==> config.mk <==
export PLATFORM = sky130hd
export DESIGN_NAME = slave_in_port
export DESIGN_NICKNAME = d
export VERILOG_FILES = /design/src/rtl/slave_in_port.sv
export SDC_FILE = /design/constraint.sdc
export NUM_CORES = 1
export LEC_CHECK = 0
export ABC_AREA = 0
export BUFFER_PORTS_ARGS = -buffer_cell sky130_fd_sc_hd__buf_2
export CAP_MARGIN = 0
export CORE_MARGIN = 4
export CORE_UTILIZATION = 55
export DETAILED_ROUTE_END_ITERATION = 10
export GPL_ROUTABILITY_DRIVEN = 0
export PLACE_DENSITY_LB_ADDON = 0.1
export SLEW_MARGIN = 20
export SYNTH_ARGS = -nofsm -noshare
export SYNTH_HDL_FRONTEND = slang
export SYNTH_SLANG_ARGS = --single-unit
==> constraint.sdc <==
create_clock -name clk -period 2.65 [get_ports clk]
set_input_delay 0.265 -clock clk [delete_from_list [all_inputs] [get_ports clk]]
set_output_delay 0.265 -clock clk [all_outputs]
set_load 0.02 [all_outputs]
==> src/rtl/slave_in_port.sv <==
// Serial receive front-end of a bus slave: deserialises an LSB-first address and write data under valid/ready.
// Optional macro SLAVE_IN_PARITY_EN adds an even-parity bit after each data byte and a parity_err pulse.
module slave_in_port #(
   parameter int ADDR_WIDTH = 12,
   parameter int DATA_WIDTH = 8
) (
   input  logic                  clk,
   input  logic                  reset,
   input  logic                  rx_address,
   input  logic                  rx_data,
   input  logic                  master_valid,
   input  logic                  master_ready,
   input  logic                  read_en,
   input  logic                  write_en,
   input  logic                  rx_burst,
   output logic                  slave_ready,
   output logic                  rx_done,
   output logic [ADDR_WIDTH-1:0] address,
`ifdef SLAVE_IN_PARITY_EN
   output logic                  parity_err,
`endif
   output logic [DATA_WIDTH-1:0] data
);

   localparam int MAX_W = (ADDR_WIDTH > DATA_WIDTH) ? ADDR_WIDTH : DATA_WIDTH;
   localparam int CNT_W = $clog2(MAX_W);
   localparam logic [CNT_W-1:0] ADDR_LAST = CNT_W'(ADDR_WIDTH - 1);
   localparam logic [CNT_W-1:0] DATA_LAST = CNT_W'(DATA_WIDTH - 1);

   typedef enum logic [2:0] {
      IDLE,
      ADDR,
      DATA,
      DONE,
      WAIT_RD
`ifdef SLAVE_IN_PARITY_EN
      , PARITY
`endif
   } state_t;

   state_t                state;
   logic [ADDR_WIDTH-1:0] addr_shift;
   logic [DATA_WIDTH-1:0] data_shift;
   logic [CNT_W-1:0]      bit_cnt;
   logic                  is_write;

   // Shift registers fill from the MSB end, so LSB-first bits land in place after a full word.
   always_ff @(posedge clk or posedge reset) begin
      if (reset) begin
         state       <= IDLE;
         addr_shift  <= '0;
         data_shift  <= '0;
         bit_cnt     <= '0;
         is_write    <= 1'b0;
         slave_ready <= 1'b1;
         rx_done     <= 1'b0;
         address     <= '0;
         data        <= '0;
`ifdef SLAVE_IN_PARITY_EN
         parity_err  <= 1'b0;
`endif
      end else begin
         rx_done <= 1'b0;
`ifdef SLAVE_IN_PARITY_EN
         parity_err <= 1'b0;
`endif
         case (state)
            IDLE: begin
               if (master_valid && (write_en || read_en)) begin
                  addr_shift  <= {rx_address, addr_shift[ADDR_WIDTH-1:1]};
                  bit_cnt     <= CNT_W'(1);
                  is_write    <= write_en;
                  slave_ready <= 1'b0;
                  state       <= ADDR;
               end
            end
            ADDR: begin
               if (!master_valid) begin
                  slave_ready <= 1'b1;
                  state       <= IDLE;
               end else begin
                  addr_shift <= {rx_address, addr_shift[ADDR_WIDTH-1:1]};
                  if (bit_cnt == ADDR_LAST) begin
                     bit_cnt <= '0;
                     if (is_write) begin
                        state <= DATA;
                     end else begin
                        address <= {rx_address, addr_shift[ADDR_WIDTH-1:1]};
                        rx_done <= 1'b1;
                        state   <= WAIT_RD;
                     end
                  end else begin
                     bit_cnt <= bit_cnt + 1'b1;
                  end
               end
            end
            DATA: begin
               if (!master_valid) begin
                  slave_ready <= 1'b1;
                  state       <= IDLE;
               end else begin
                  data_shift <= {rx_data, data_shift[DATA_WIDTH-1:1]};
                  if (bit_cnt == DATA_LAST) begin
`ifdef SLAVE_IN_PARITY_EN
                     state <= PARITY;
`else
                     address <= addr_shift;
                     data    <= {rx_data, data_shift[DATA_WIDTH-1:1]};
                     rx_done <= 1'b1;
                     state   <= DONE;
`endif
                  end else begin
                     bit_cnt <= bit_cnt + 1'b1;
                  end
               end
            end
`ifdef SLAVE_IN_PARITY_EN
            PARITY: begin
               if (!master_valid) begin
                  slave_ready <= 1'b1;
                  state       <= IDLE;
               end else if (rx_data == ^data_shift) begin
                  address <= addr_shift;
                  data    <= data_shift;
                  rx_done <= 1'b1;
                  state   <= DONE;
               end else begin
                  parity_err  <= 1'b1;
                  slave_ready <= 1'b1;
                  state       <= IDLE;
               end
            end
`endif
            DONE: begin
               // Bursts reuse the assembled address, stepping it so the next byte reports addr+1.
               if (rx_burst && master_valid) begin
                  addr_shift <= addr_shift + 1'b1;
                  bit_cnt    <= '0;
                  state      <= DATA;
               end else begin
                  slave_ready <= 1'b1;
                  state       <= IDLE;
               end
            end
            WAIT_RD: begin
               if (!master_valid || master_ready) begin
                  slave_ready <= 1'b1;
                  state       <= IDLE;
               end
            end
            default: begin
               slave_ready <= 1'b1;
               state       <= IDLE;
            end
         endcase
      end
   end

endmodule

# Yosys cells after proc, flatten, opt, wreduce, memory -nomap -nowiden
# Cells that the tools add are included.
[totals] out_inout_bits=22 wordCells=85 regBits=50
[op_classes] n_mux=37 n_reduce_logical=18 add_sub_neg=2 n_eq_ne=19
[op_table] cell="$mux W12" count=8
[op_table] cell="$pmux W12 S3" count=1
[op_table] cell="$mux W4" count=6
[op_table] cell="$pmux W12 S2" count=1
[op_table] cell="$ne A2 B2 Y1 const B" count=11
[op_table] cell="$mux W3" count=7
[op_table] cell="$pmux W4 S4" count=1
[op_table] cell="$pmux W3 S5" count=1
[op_table] cell="$add A12 B1 Y12 const B" count=1
[op_table] cell="$reduce_and A4 Y1" count=3
[op_table] cell="$reduce_and A6 Y1" count=2
[op_table] cell="$mux W1" count=9
[op_table] cell="$eq A3 B2 Y1 const B" count=2
[op_table] cell="$ne A3 B3 Y1 const B" count=2
[op_table] cell="$add A4 B1 Y4 const B" count=1
[op_table] cell="$eq A4 B3 Y1 const B" count=1
[op_table] cell="$eq A4 B4 Y1 const B" count=1
[op_table] cell="$pmux W1 S4" count=1
[op_table] cell="$reduce_and A2 Y1" count=2
[op_table] cell="$reduce_bool A4 Y1" count=1
[op_table] cell="$eq A3 B1 Y1 const B" count=1
[op_table] cell="$eq A3 B3 Y1 const B" count=1
[op_table] cell="$logic_not A3 Y1" count=1
[op_table] cell="$reduce_and A3 Y1" count=1
[op_table] cell="other kinds (8)" count=10

# Logic depth before layout (Yosys ltp)
# Gate-level depths: netlist of the first run.
[depth] word_depth=4 depth_mapped=7

# Worst setup path after synthesis of the first run
# OpenSTA, ideal clock, no wires.
[synth_timing] path_type="flip-flop to flip-flop" from="reg bit_cnt[0]" to="reg address[11]" required_time_ns=2.525 setup_time_ns=0.125 synth_period_minus_slack_ns=1.966 path_buffers=1 path_stages_with_launch=7 slack_ns=0.684 arrival_ns=1.841 path_cell_list="dfrtp_1 > ha_1 > nand3b_1 > or4b_4 > a21oi_4 > buf_12 > mux2_4"
[synth_between] elab_chain_len=3 elab_cells_between_ends=5 classes_between="eq/ne (4); reduce/logical (1)"
[synth_lines] element="from (decl)" line_no="44" text="logic [CNT_W-1:0] bit_cnt;"
[synth_lines] element="from (signal assigned)" line_no="93" text="bit_cnt <= bit_cnt + 1'b1;"
[synth_lines] element="from (signal assigned)" line_no="113" text="bit_cnt <= bit_cnt + 1'b1;"
[synth_lines] element="$eq A4 B3 Y1 or $eq A4 B4 Y1 (tied branches)" line_no="103, 83"
[synth_lines] element="$ne A2 B2 Y1 (no line)"
[synth_lines] element="$reduce_and A6 Y1 (no line) (*)"
[synth_lines] element="to (signal assigned)" line_no="88" text="address <= {rx_address, addr_shift[ADDR_WIDTH-1:1]};"
[synth_lines] element="to (signal assigned)" line_no="107" text="address <= addr_shift;"
[synth_lines] element="to (decl)" line_no="18" text="output logic [ADDR_WIDTH-1:0] address,"
# Every way passes the cells marked *; elsewhere a longest branch is shown, timed or not.
# A chain may end at the register's enable or synchronous reset.

# Final worst setup path of the first run
[layout_timing] from="reg bit_cnt[0]" to="reg address[2]"
# Same word-level chain as after synthesis.

==> flow_summary_export.csv, run 1 <==
group,metric,value,unit
run_status,status,"complete, no violations",
synth,yosys_warnings,0,
clocking,cts_hold_buf,0,
sta,slew_violations,0,
clocking,post_cts_buffers,0,
power,powerDensity,787.7,mW/mm^2
die,start_util,0.5856,
drt,first_iter_violations,116,
synth,seq_area_frac_synth,0.4654,
clocking,clockRootBuffer,"clkbuf_8",
worst_setup_path,arrival,2.56,ns
die,dieArea,0.005968,sq mm
sta,fmax,420.3,MHz
job,max_cap_viol_count,0,
clocking,clock_sinks,49,
clocking,path_clk_slew,0.10,ns
drt,routed_wl,5.100,mm
worst_setup_path,cp-end-kind,"flip-flop",
sta,period_share,0.8979,
finish,final_util,0.6494,
sta,setup_viol,0,
worst_setup_path,ff2ff_path_depth,6,
synth,syn-cell-area,0.002638,sq mm
sta,min_period,2.379,ns
synth,yosysTopAreaCell,"dfrtp_1",
clocking,clock_path_buffers,2,
worst_setup_path,max_stage_delay,0.54,ns
worst_setup_path,setup.worst_path.start_class,"flip-flop",
worst_setup_path,crit_chain,"ha_1, nor4bb_1, nand2_1, a21oi_4, buf_4, mux2_4",
global_route,first_global_vias,1808,
drt,viasPerCell,6.091,
drt,firstDrtPassIters,5,
drt,drcViolationCount,0,
worst_setup_path,r2r-start,"bit_cnt[0]",
place,pre_cts_ws,0.3501,ns
die,fp-row-count,24,
place,io_buffers,30,
drt,post_drt_wl_per_cell,15.99,microns
sta,maxSlewHeadroom,0.4489,
worst_setup_path,cp_slowest_cell,"nor4bb_1",
finish,nets,277,
synth,syn-num-nets,250,
place,dp_cells,311,
power,ir_worst_vdd,0.0003716,V
finish,fill_cells,347,
drt,postRouteAntennaNets,0,
global_route,gr-total-overflow,0,
power,leakage,1.323,nW
die,num_io_pins,31,
sta,fin_tns_setup,0,ns
worst_setup_path,r2r_slack,0.27,ns
clocking,cts_buffers,5,
place,dpl.hpwl,3.469,mm
finish,drive_gt1_frac,0.3371,
worst_setup_path,critPathKind,"reg -> reg",
synth,syn_avg_cell_area,11.04,sq um
clocking,ctsHtreeMaxLevel,2,
clocking,ctsResizeCount,0,
worst_setup_path,required,2.83,ns
worst_setup_path,cp_num_buf_inv,1,
sta,worstMarginPinSlew,0.8258,ns
hold_path,hold_class,"in -> async",
worst_setup_path,cp.depth,6,
global_route,grt_antenna_before_repair,0,
synth,synth_area_leaders,"dfrtp_1 46%, mux2_2 12%, mux2_4 5.1%",
clocking,cts_tree,"yes",
worst_setup_path,cp_top_family,"simple AND/OR/NAND/NOR gates",
die,die_w,77.25,microns
synth,synth_top_area_share,0.4554,
sta,rsz0062_at_grt,"false",
sta,layout_setup_ws,0.2707,ns
global_route,grt_max_degree,50,
synth,synth_edf_count,0,
worst_setup_path,r2r-end,"address[2]",
global_route,grt_pass1_wl,8.659,mm
drt,vias,1943,
synth,yosysMostFrequentCell,"dfrtp_1",
finish,instances_no_fill,319,
clocking,clk_latency,0.30,ns
finish,syn2layout_area_growth,10.91,%
worst_setup_path,path_max_fanout,9,
synth,synth-main-ff-cell,"dfrtp_1",
synth,synth_seq_cells,49,
synth,synth_common_cells,"48 x dfrtp_1, 29 x mux2_2, 17 x a21oi_1",
synth,async_reset_ff_frac,1.000,
synth,synth_cell_types,55,
die,die_h,77.25,microns
finish,n_antenna_cell,0,
synth,postSynthCellCount,239,
global_route,grt_usage,0.1766,
die,fp.coreArea,0.004504,sq mm
sta,hold_viol,0,
sta,skew,0.009917,ns
[area by class of cell]
class | count | area, sq um | share of cell area
Multi-Input combinational cell | 167 | 1291 | 0.4414
Clock inverter | 3 | 46.29 | 0.01583
Sequential cell | 49 | 1227 | 0.4196
Timing Repair Buffer | 37 | 202.7 | 0.06929
Clock buffer | 5 | 68.82 | 0.02352
Tap cell | 52 | 65.06 | 0.02224
Inverter | 6 | 23.77 | 0.008127
[sequential cells by signal, indices dropped and copies added, names as in the netlist]
| name | count |
|---|---|
| rx_done | 1 |
| state | 3 |
| address | 12 |
| bit_cnt | 4 |
| slave_ready | 1 |
| is_write | 1 |
| data | 8 |
| addr_shift | 12 |
| data_shift | 7 |
[layout by cell type (no fill, tap or decap), types with 3 or more instances in the layout]
cell / count
and3b_1: 3
a21oi_1: 17
inv_1: 5
nand3_1: 12
nand4b_1: 3
buf_2: 30
buf_4: 7
nand2_1: 15
mux2_4: 9
dfrtp_1: 48
nor3_1: 4
clkbuf_8: 5
o21ai_0: 14
nor2_1: 6
nand4_1: 3
nand3b_1: 3
mux2_2: 29
[how the worst max path moves through the flow]
stage	from	endpoint
floorplan	bit_cnt[0]	address[11]
global placement	bit_cnt[0]	address[2]
detailed placement	bit_cnt[0]	address[11]
CTS	bit_cnt[0]	address[2]
global route	bit_cnt[0]	address[7]
finish	bit_cnt[0]	address[2]
[power breakdown]
part / switching (W) / leakage (nW) / total [W] / internal (W)
Clock: 0.000256 / 0.0543 / 0.000539 / 0.000283
Combinational: 0.000344 / 0.637 / 0.000657 / 0.000313
Sequential: 0.000194 / 0.632 / 0.00111 / 0.000914
[per-layer routing]
| metal | part of all wire | wire length, microns | global-route usage |
|---|---|---|---|
| met5 | 0 | 0 | 0 |
| met4 | 0.012 | 62 | 0.05872 |
| met2 | 0.44 | 2229 | 0.2573 |
| met1 | 0.51 | 2592 | 0.2680 |
| met3 | 0.042 | 216 | 0.02459 |
[cells by family after synthesis]
family                   Yosys count  synth area share
AO/OA/AOI/OAI                     58            0.1466
XOR/XNOR                           2          0.006643
adder cells (fa/ha/maj)            2          0.009486
buffers and inverters             23           0.04506
flip-flops                        49            0.4654
multiplexers                      39            0.1788
AND/OR/NAND/NOR                   66            0.1480
[metrics by stage]
stage	total power, W	hold slack (ns)	area, sq um
after detailed placement	0.001774	0.4902	2809
after global placement	0.001759	0.4849	2809
after floorplan	0.001581	0.4166	2638
final	0.002304	0.09605	2925
after global routing	0.002451	0.1594	2925
after CTS	0.002313	0.2025	2924
No activity file was read; power rests on OpenSTA's default activity.
==> inputs of run 2 (changes only) <==
CORE_UTILIZATION = 45   (was 55)
==> run 2 against run 1 <==
  * Fmax increased by 7.1%
  * First-iteration DRC count increased by 5.2%
  * Largest power group unchanged
  * Sequential power about the same
  * Clock-buffer cell count unchanged
  * Wire length increased by 1.1%
  * Setup slack improved by 0.16 ns
  * Critical endpoint is now address[9]
  * Critical path depth unchanged
==> flow_summary_export.csv, run 2 (synthesized netlist as in run 1, its figures left out) <==
group,metric,value,unit
run_status,status,"complete, no violations",
clocking,cts_buffers,5,
hold_path,hold_start,"rx_data",
clocking,clk_latency,0.31,ns
clocking,path_clk_slew,0.09,ns
global_route,grt_antenna_before_repair,0,
place,dpl.hpwl,3.645,mm
worst_setup_path,r2r-end,"address[9]",
finish,instances_no_fill,341,
worst_setup_path,cp_num_buf_inv,1,
drt,routed_wl,5.156,mm
die,die_w,84.56,microns
worst_setup_path,setup.worst_path.start_class,"flip-flop",
finish,final-seq-area,0.001227,sq mm
global_route,gr-total-overflow,0,
sta,fmax,450.3,MHz
finish,n_antenna_cell,0,
die,num_io_pins,31,
finish,mostFrequentLayoutCell,"dfrtp_1",
sta,maxSlewHeadroom,0.5829,
clocking,post_cts_buffers,0,
power,pwr-share-comb,0.287,
die,die_h,84.56,microns
place,post_dp_cell_area,0.002841,sq mm
hold_path,hold_class,"in -> reg",
finish,top_regs,"addr_shift (12), address (12), data (8)",
power,ir_worst_vdd,0.0004215,V
finish,multiInputGateArea,0.001291,sq mm
worst_setup_path,arrival,2.41,ns
worst_setup_path,critPathKind,"reg -> reg",
sta,fin_tns_setup,0,ns
power,internal_power,0.001512,W
drt,drcViolationCount,0,
clocking,ctsHtreeMaxLevel,2,
die,fp-row-count,27,
power,seq_power_share,0.478,
drt,firstDrtPassIters,5,
sta,slew_violations,0,
sta,min_period,2.221,ns
sta,worstMarginPinSlew,0.6257,ns
global_route,first_global_vias,1888,
worst_setup_path,cp_slowest_cell,"nor4bb_1",
power,switching_share,0.3417,
clocking,cts_hold_buf,1,
worst_setup_path,cp_top_family,"simple AND/OR/NAND/NOR gates",
power,p_clk_frac,0.235,
finish,layout_common_cells,"48 x dfrtp_1, 30 x buf_2, 29 x mux2_2, 17 x a21oi_1, 15 x nand2_1",
place,io_buffers,30,
drt,viasPerCell,5.760,
finish,fin_area,0.002967,sq mm
hold_path,min_to,"data[7]",
clocking,ctsResizeCount,0,
clocking,clockRootBuffer,"clkbuf_8",
sta,hold_viol,0,
sta,setup_viol,0,
worst_setup_path,path_max_fanout,13,
finish,drive_gt1_frac,0.3383,
clocking,cts_tree,"yes",
job,max_cap_viol_count,0,
worst_setup_path,required,2.84,ns
worst_setup_path,cp-end-kind,"flip-flop",
die,dieArea,0.007150,sq mm
global_route,grt_pass1_wl,8.859,mm
worst_setup_path,crit_chain,"ha_1, nor4bb_1, nand2_1, a21oi_4, buf_4, mux2_2",
drt,vias,1964,
place,dp_cells,332,
drt,postRouteAntennaNets,0,
worst_setup_path,r2r_slack,0.43,ns
die,start_util,0.4703,
clocking,clock_path_buffers,2,
worst_setup_path,r2r-start,"bit_cnt[0]",
hold_path,hold_path_depth,2,
clocking,clock_sinks,49,
worst_setup_path,max_stage_delay,0.48,ns
power,switchingPower,0.0007845,W
power,leakage,1.332,nW
drt,first_iter_violations,122,
sta,period_share,0.8380,
finish,fill_cells,528,
global_route,grt_usage,0.1528,
global_route,grt_max_degree,26,
finish,syn2layout_area_growth,12.48,%
finish,nets,279,
worst_setup_path,ff2ff_path_depth,6,
sta,rsz0062_at_grt,"false",
power,powerDensity,774.0,mW/mm^2
sta,skew,0.008170,ns
die,fp.coreArea,0.005608,sq mm
drt,post_drt_wl_per_cell,15.12,microns
## run 2: final cells by class
cell class                 instances  share of cell area
multi-input combinational        167              0.4353
sequential                        49              0.4137
timing repair buffer              39             0.07423
tap                               72             0.03037
clock buffer                       5             0.02320
clock inverter                     3             0.01561
inverter                           6            0.007592
## run 2: how the worst max path moves through the flow
stage / startpoint / endpoint / slack [ns] / cells past startpoint
3_3_place_gp: bit_cnt[0] / address[10] / 0.51 / 6
6_report: bit_cnt[0] / address[9] / 0.43 / 6
4_1_cts: bit_cnt[0] / address[9] / 0.45 / 6
3_5_place_dp: bit_cnt[0] / address[9] / 0.46 / 6
5_1_grt: bit_cnt[0] / address[10] / 0.28 / 6
2_1_floorplan: bit_cnt[0] / address[11] / 0.68 / 6
## run 2: worst register-to-register path, cell delays in order, from the launching register on
cell	delay, ns
dfrtp_1	0.40
ha_1	0.25
nor4bb_1	0.48
nand2_1	0.17
a21oi_4	0.18
buf_4	0.27
mux2_2	0.36
## run 2: through the flow
stage	hold WS, ns	util	power, W	setup slack [ns]
global route	0.1936	0.5290	0.002466	0.2777
detailed placement	0.3420	0.5067	0.001773	0.4565
CTS	0.1973	0.5290	0.002327	0.4534
floorplan	0.4166	-	0.001581	0.6843
global placement	0.3386	0.5067	0.001771	0.5108
finish	0.2056	0.5290	0.002296	0.4294
## run 2: layer usage
layer | share of wire | track usage | up-vias | wire length (microns)
li1 | - | - | 955 | -
met1 | 0.47 | 0.1986 | 958 | 2404
met2 | 0.48 | 0.2505 | 43 | 2466
met3 | 0.043 | 0.04122 | 8 | 223
met4 | 0.012 | 0.04317 | 0 | 61
met5 | 0 | 0 | - | 0
## run 2: power groups by stage
stage / Combinational [W] / Clock (W) / Sequential, W
6_report: 0.000659 / 0.000541 / 0.00110
5_1_grt: 0.000730 / 0.000603 / 0.00113
4_1_cts: 0.000666 / 0.000565 / 0.00110
3_5_place_dp: 0.000662 / 0 / 0.00111
3_3_place_gp: 0.000659 / 0 / 0.00111
2_1_floorplan: 0.000450 / 0 / 0.00113
==> inputs of run 3 (changes only) <==
clock period = 2.28 ns   (was 2.65 ns; I/O delays follow)
==> run 3 against run 2 <==
  * Total power grew 12%
  * First-iteration DRC count fell by 26%
  * Via count decreased by 1.3%
  * Clock skew shrank 0.0012 ns
  * Critical path depth did not move
  * Clock-buffer cell count stayed put
  * Hold slack worse by 0.14 ns
  * Sequential share of layout area shrank 0.23 points
  * Global-route usage up 0.20 points
  * Critical path type unchanged
  * Largest cell class unchanged
==> flow_summary_export.csv, run 3 (synthesized netlist as in run 1, its figures left out) <==
group,metric,value,unit
clocking,cts_tree,"yes",
clocking,clock_path_buffers,2,
place,io_buffers,30,
global_route,grt_usage,0.1547,
drt,vias,1938,
global_route,first_global_vias,1918,
worst_setup_path,crit_chain,"ha_1, nand3b_1, or4b_4, a21oi_4, buf_12, mux2_2",
worst_setup_path,cp-end-kind,"flip-flop",
sta,fin_tns_setup,0,ns
finish,layout_common_cells,"48 x dfrtp_1, 30 x buf_2, 29 x mux2_2, 17 x a21oi_1, 15 x nand2_1",
clocking,cts_hold_buf,0,
die,fp-row-count,27,
finish,multiInputGateArea,0.001291,sq mm
worst_setup_path,cp_slowest_cell,"or4b_4",
die,die_w,84.56,microns
sta,setup_viol,0,
clocking,cts_buffers,5,
finish,nets,283,
clocking,post_cts_buffers,0,
drt,postRouteAntennaNets,0,
power,p_total,0.002572,W
sta,rsz0062_at_grt,"false",
drt,post_drt_wl_per_cell,15.21,microns
finish,fill_cells,546,
sta,fmax,481.3,MHz
drt,drcViolationCount,0,
die,dieArea,0.007150,sq mm
clocking,clockRootBuffer,"clkbuf_8",
finish,drive_gt1_frac,0.3516,
job,max_cap_viol_count,0,
worst_setup_path,path_max_fanout,13,
sta,maxSlewHeadroom,0.5330,
die,num_io_pins,31,
place,dpl.hpwl,3.618,mm
drt,firstDrtPassIters,4,
clocking,clock_sinks,49,
worst_setup_path,arrival,2.28,ns
drt,first_iter_violations,90,
sta,hold_viol,0,
worst_setup_path,required,2.48,ns
clocking,ctsResizeCount,0,
finish,syn2layout_area_growth,13.09,%
sta,skew,0.006994,ns
sta,slew_violations,0,
worst_setup_path,setup.worst_path.start_class,"flip-flop",
finish,mostFrequentLayoutCell,"dfrtp_1",
clocking,clk_latency,0.31,ns
sta,period_share,0.9113,
hold_path,hold_class,"in -> async",
finish,n_antenna_cell,0,
worst_setup_path,critPathKind,"reg -> reg",
worst_setup_path,max_stage_delay,0.51,ns
sta,worstMarginPinSlew,0.7005,ns
power,leakage,1.351,nW
clocking,ctsHtreeMaxLevel,2,
run_status,status,"complete, no violations",
sta,min_period,2.078,ns
global_route,gr-total-overflow,0,
power,ir_worst_vdd,0.0005232,V
die,fp.coreArea,0.005608,sq mm
global_route,grt_pass1_wl,9.108,mm
global_route,grt_antenna_before_repair,0,
global_route,grt_max_degree,50,
clocking,path_clk_slew,0.10,ns
die,die_h,84.56,microns
drt,routed_wl,5.249,mm
drt,viasPerCell,5.617,
finish,final-seq-area,0.001227,sq mm
power,powerDensity,862.2,mW/mm^2
finish,top_regs,"addr_shift (12), address (12), data (8)",
die,start_util,0.4703,
==> run 3: worst paths after layout <==
check	from	endpoint	slack, ns	depth (start not counted)
max reg2reg	bit_cnt[0]	address[10]	0.20	6
max in group asynchronous	reset	addr_shift[10]	1.80	3
min reg2reg	data[7]	data[7]	0.50	1
min	reset	data[3]	0.06	3
max	bit_cnt[0]	address[10]	0.20	6
min in group clk	rx_data	data_shift[7]	0.17	2
==> run 3: power breakdown <==
part	total [W]	switching [W]	internal, W
logic	0.000766	0.000396	0.000370
clock network	0.000524	0.000306	0.000218
registers	0.00128	0.000220	0.00106
total	0.00257	0.000921	0.00165
==> run 3: through the flow <==
step	instances	setup slack [ns]	hold slack, ns	instance area [sq um]	utilization
after detailed placement	337	0.2021	0.4332	2892	0.5156
after CTS	345	0.1899	0.09582	2983	0.5319
final	345	0.2021	0.06300	2983	0.5319
after global routing	345	0.08618	0.1253	2983	0.5319
after floorplan	239	0.3143	0.3796	2638	-
after global placement	337	0.2433	0.4325	2892	0.5156
==> run 3: worst max-delay path, delay by kind of cell (launching register included) <==
| family | cells | cell delay [ns] |
|---|---|---|
| AO/OA/AOI/OAI | 1 | 0.16 |
| flip-flops | 1 | 0.39 |
| adder cells (fa/ha/maj) | 1 | 0.26 |
| AND/OR/NAND/NOR | 2 | 0.65 |
| buffers and inverters | 1 | 0.17 |
| multiplexers | 1 | 0.34 |
==> run 3: metal layers <==
layer / part of all wire / track usage / vias to the layer above
li1: - / - / 959
met1: 0.48 / 0.2025 / 933
met2: 0.47 / 0.2584 / 35
met3: 0.038 / 0.03827 / 11
met4: 0.012 / 0.03597 / 0
met5: 0 / 0 / -
==> run 3: final cells by class <==
cell class | instances | area share
Timing Repair Buffer | 43 | 0.08725
Sequential cell | 49 | 0.4115
Clock inverter | 3 | 0.007550
Tap cell | 72 | 0.03020
Inverter | 6 | 0.007550
Clock buffer | 5 | 0.02307
Multi-Input combinational cell | 167 | 0.4329
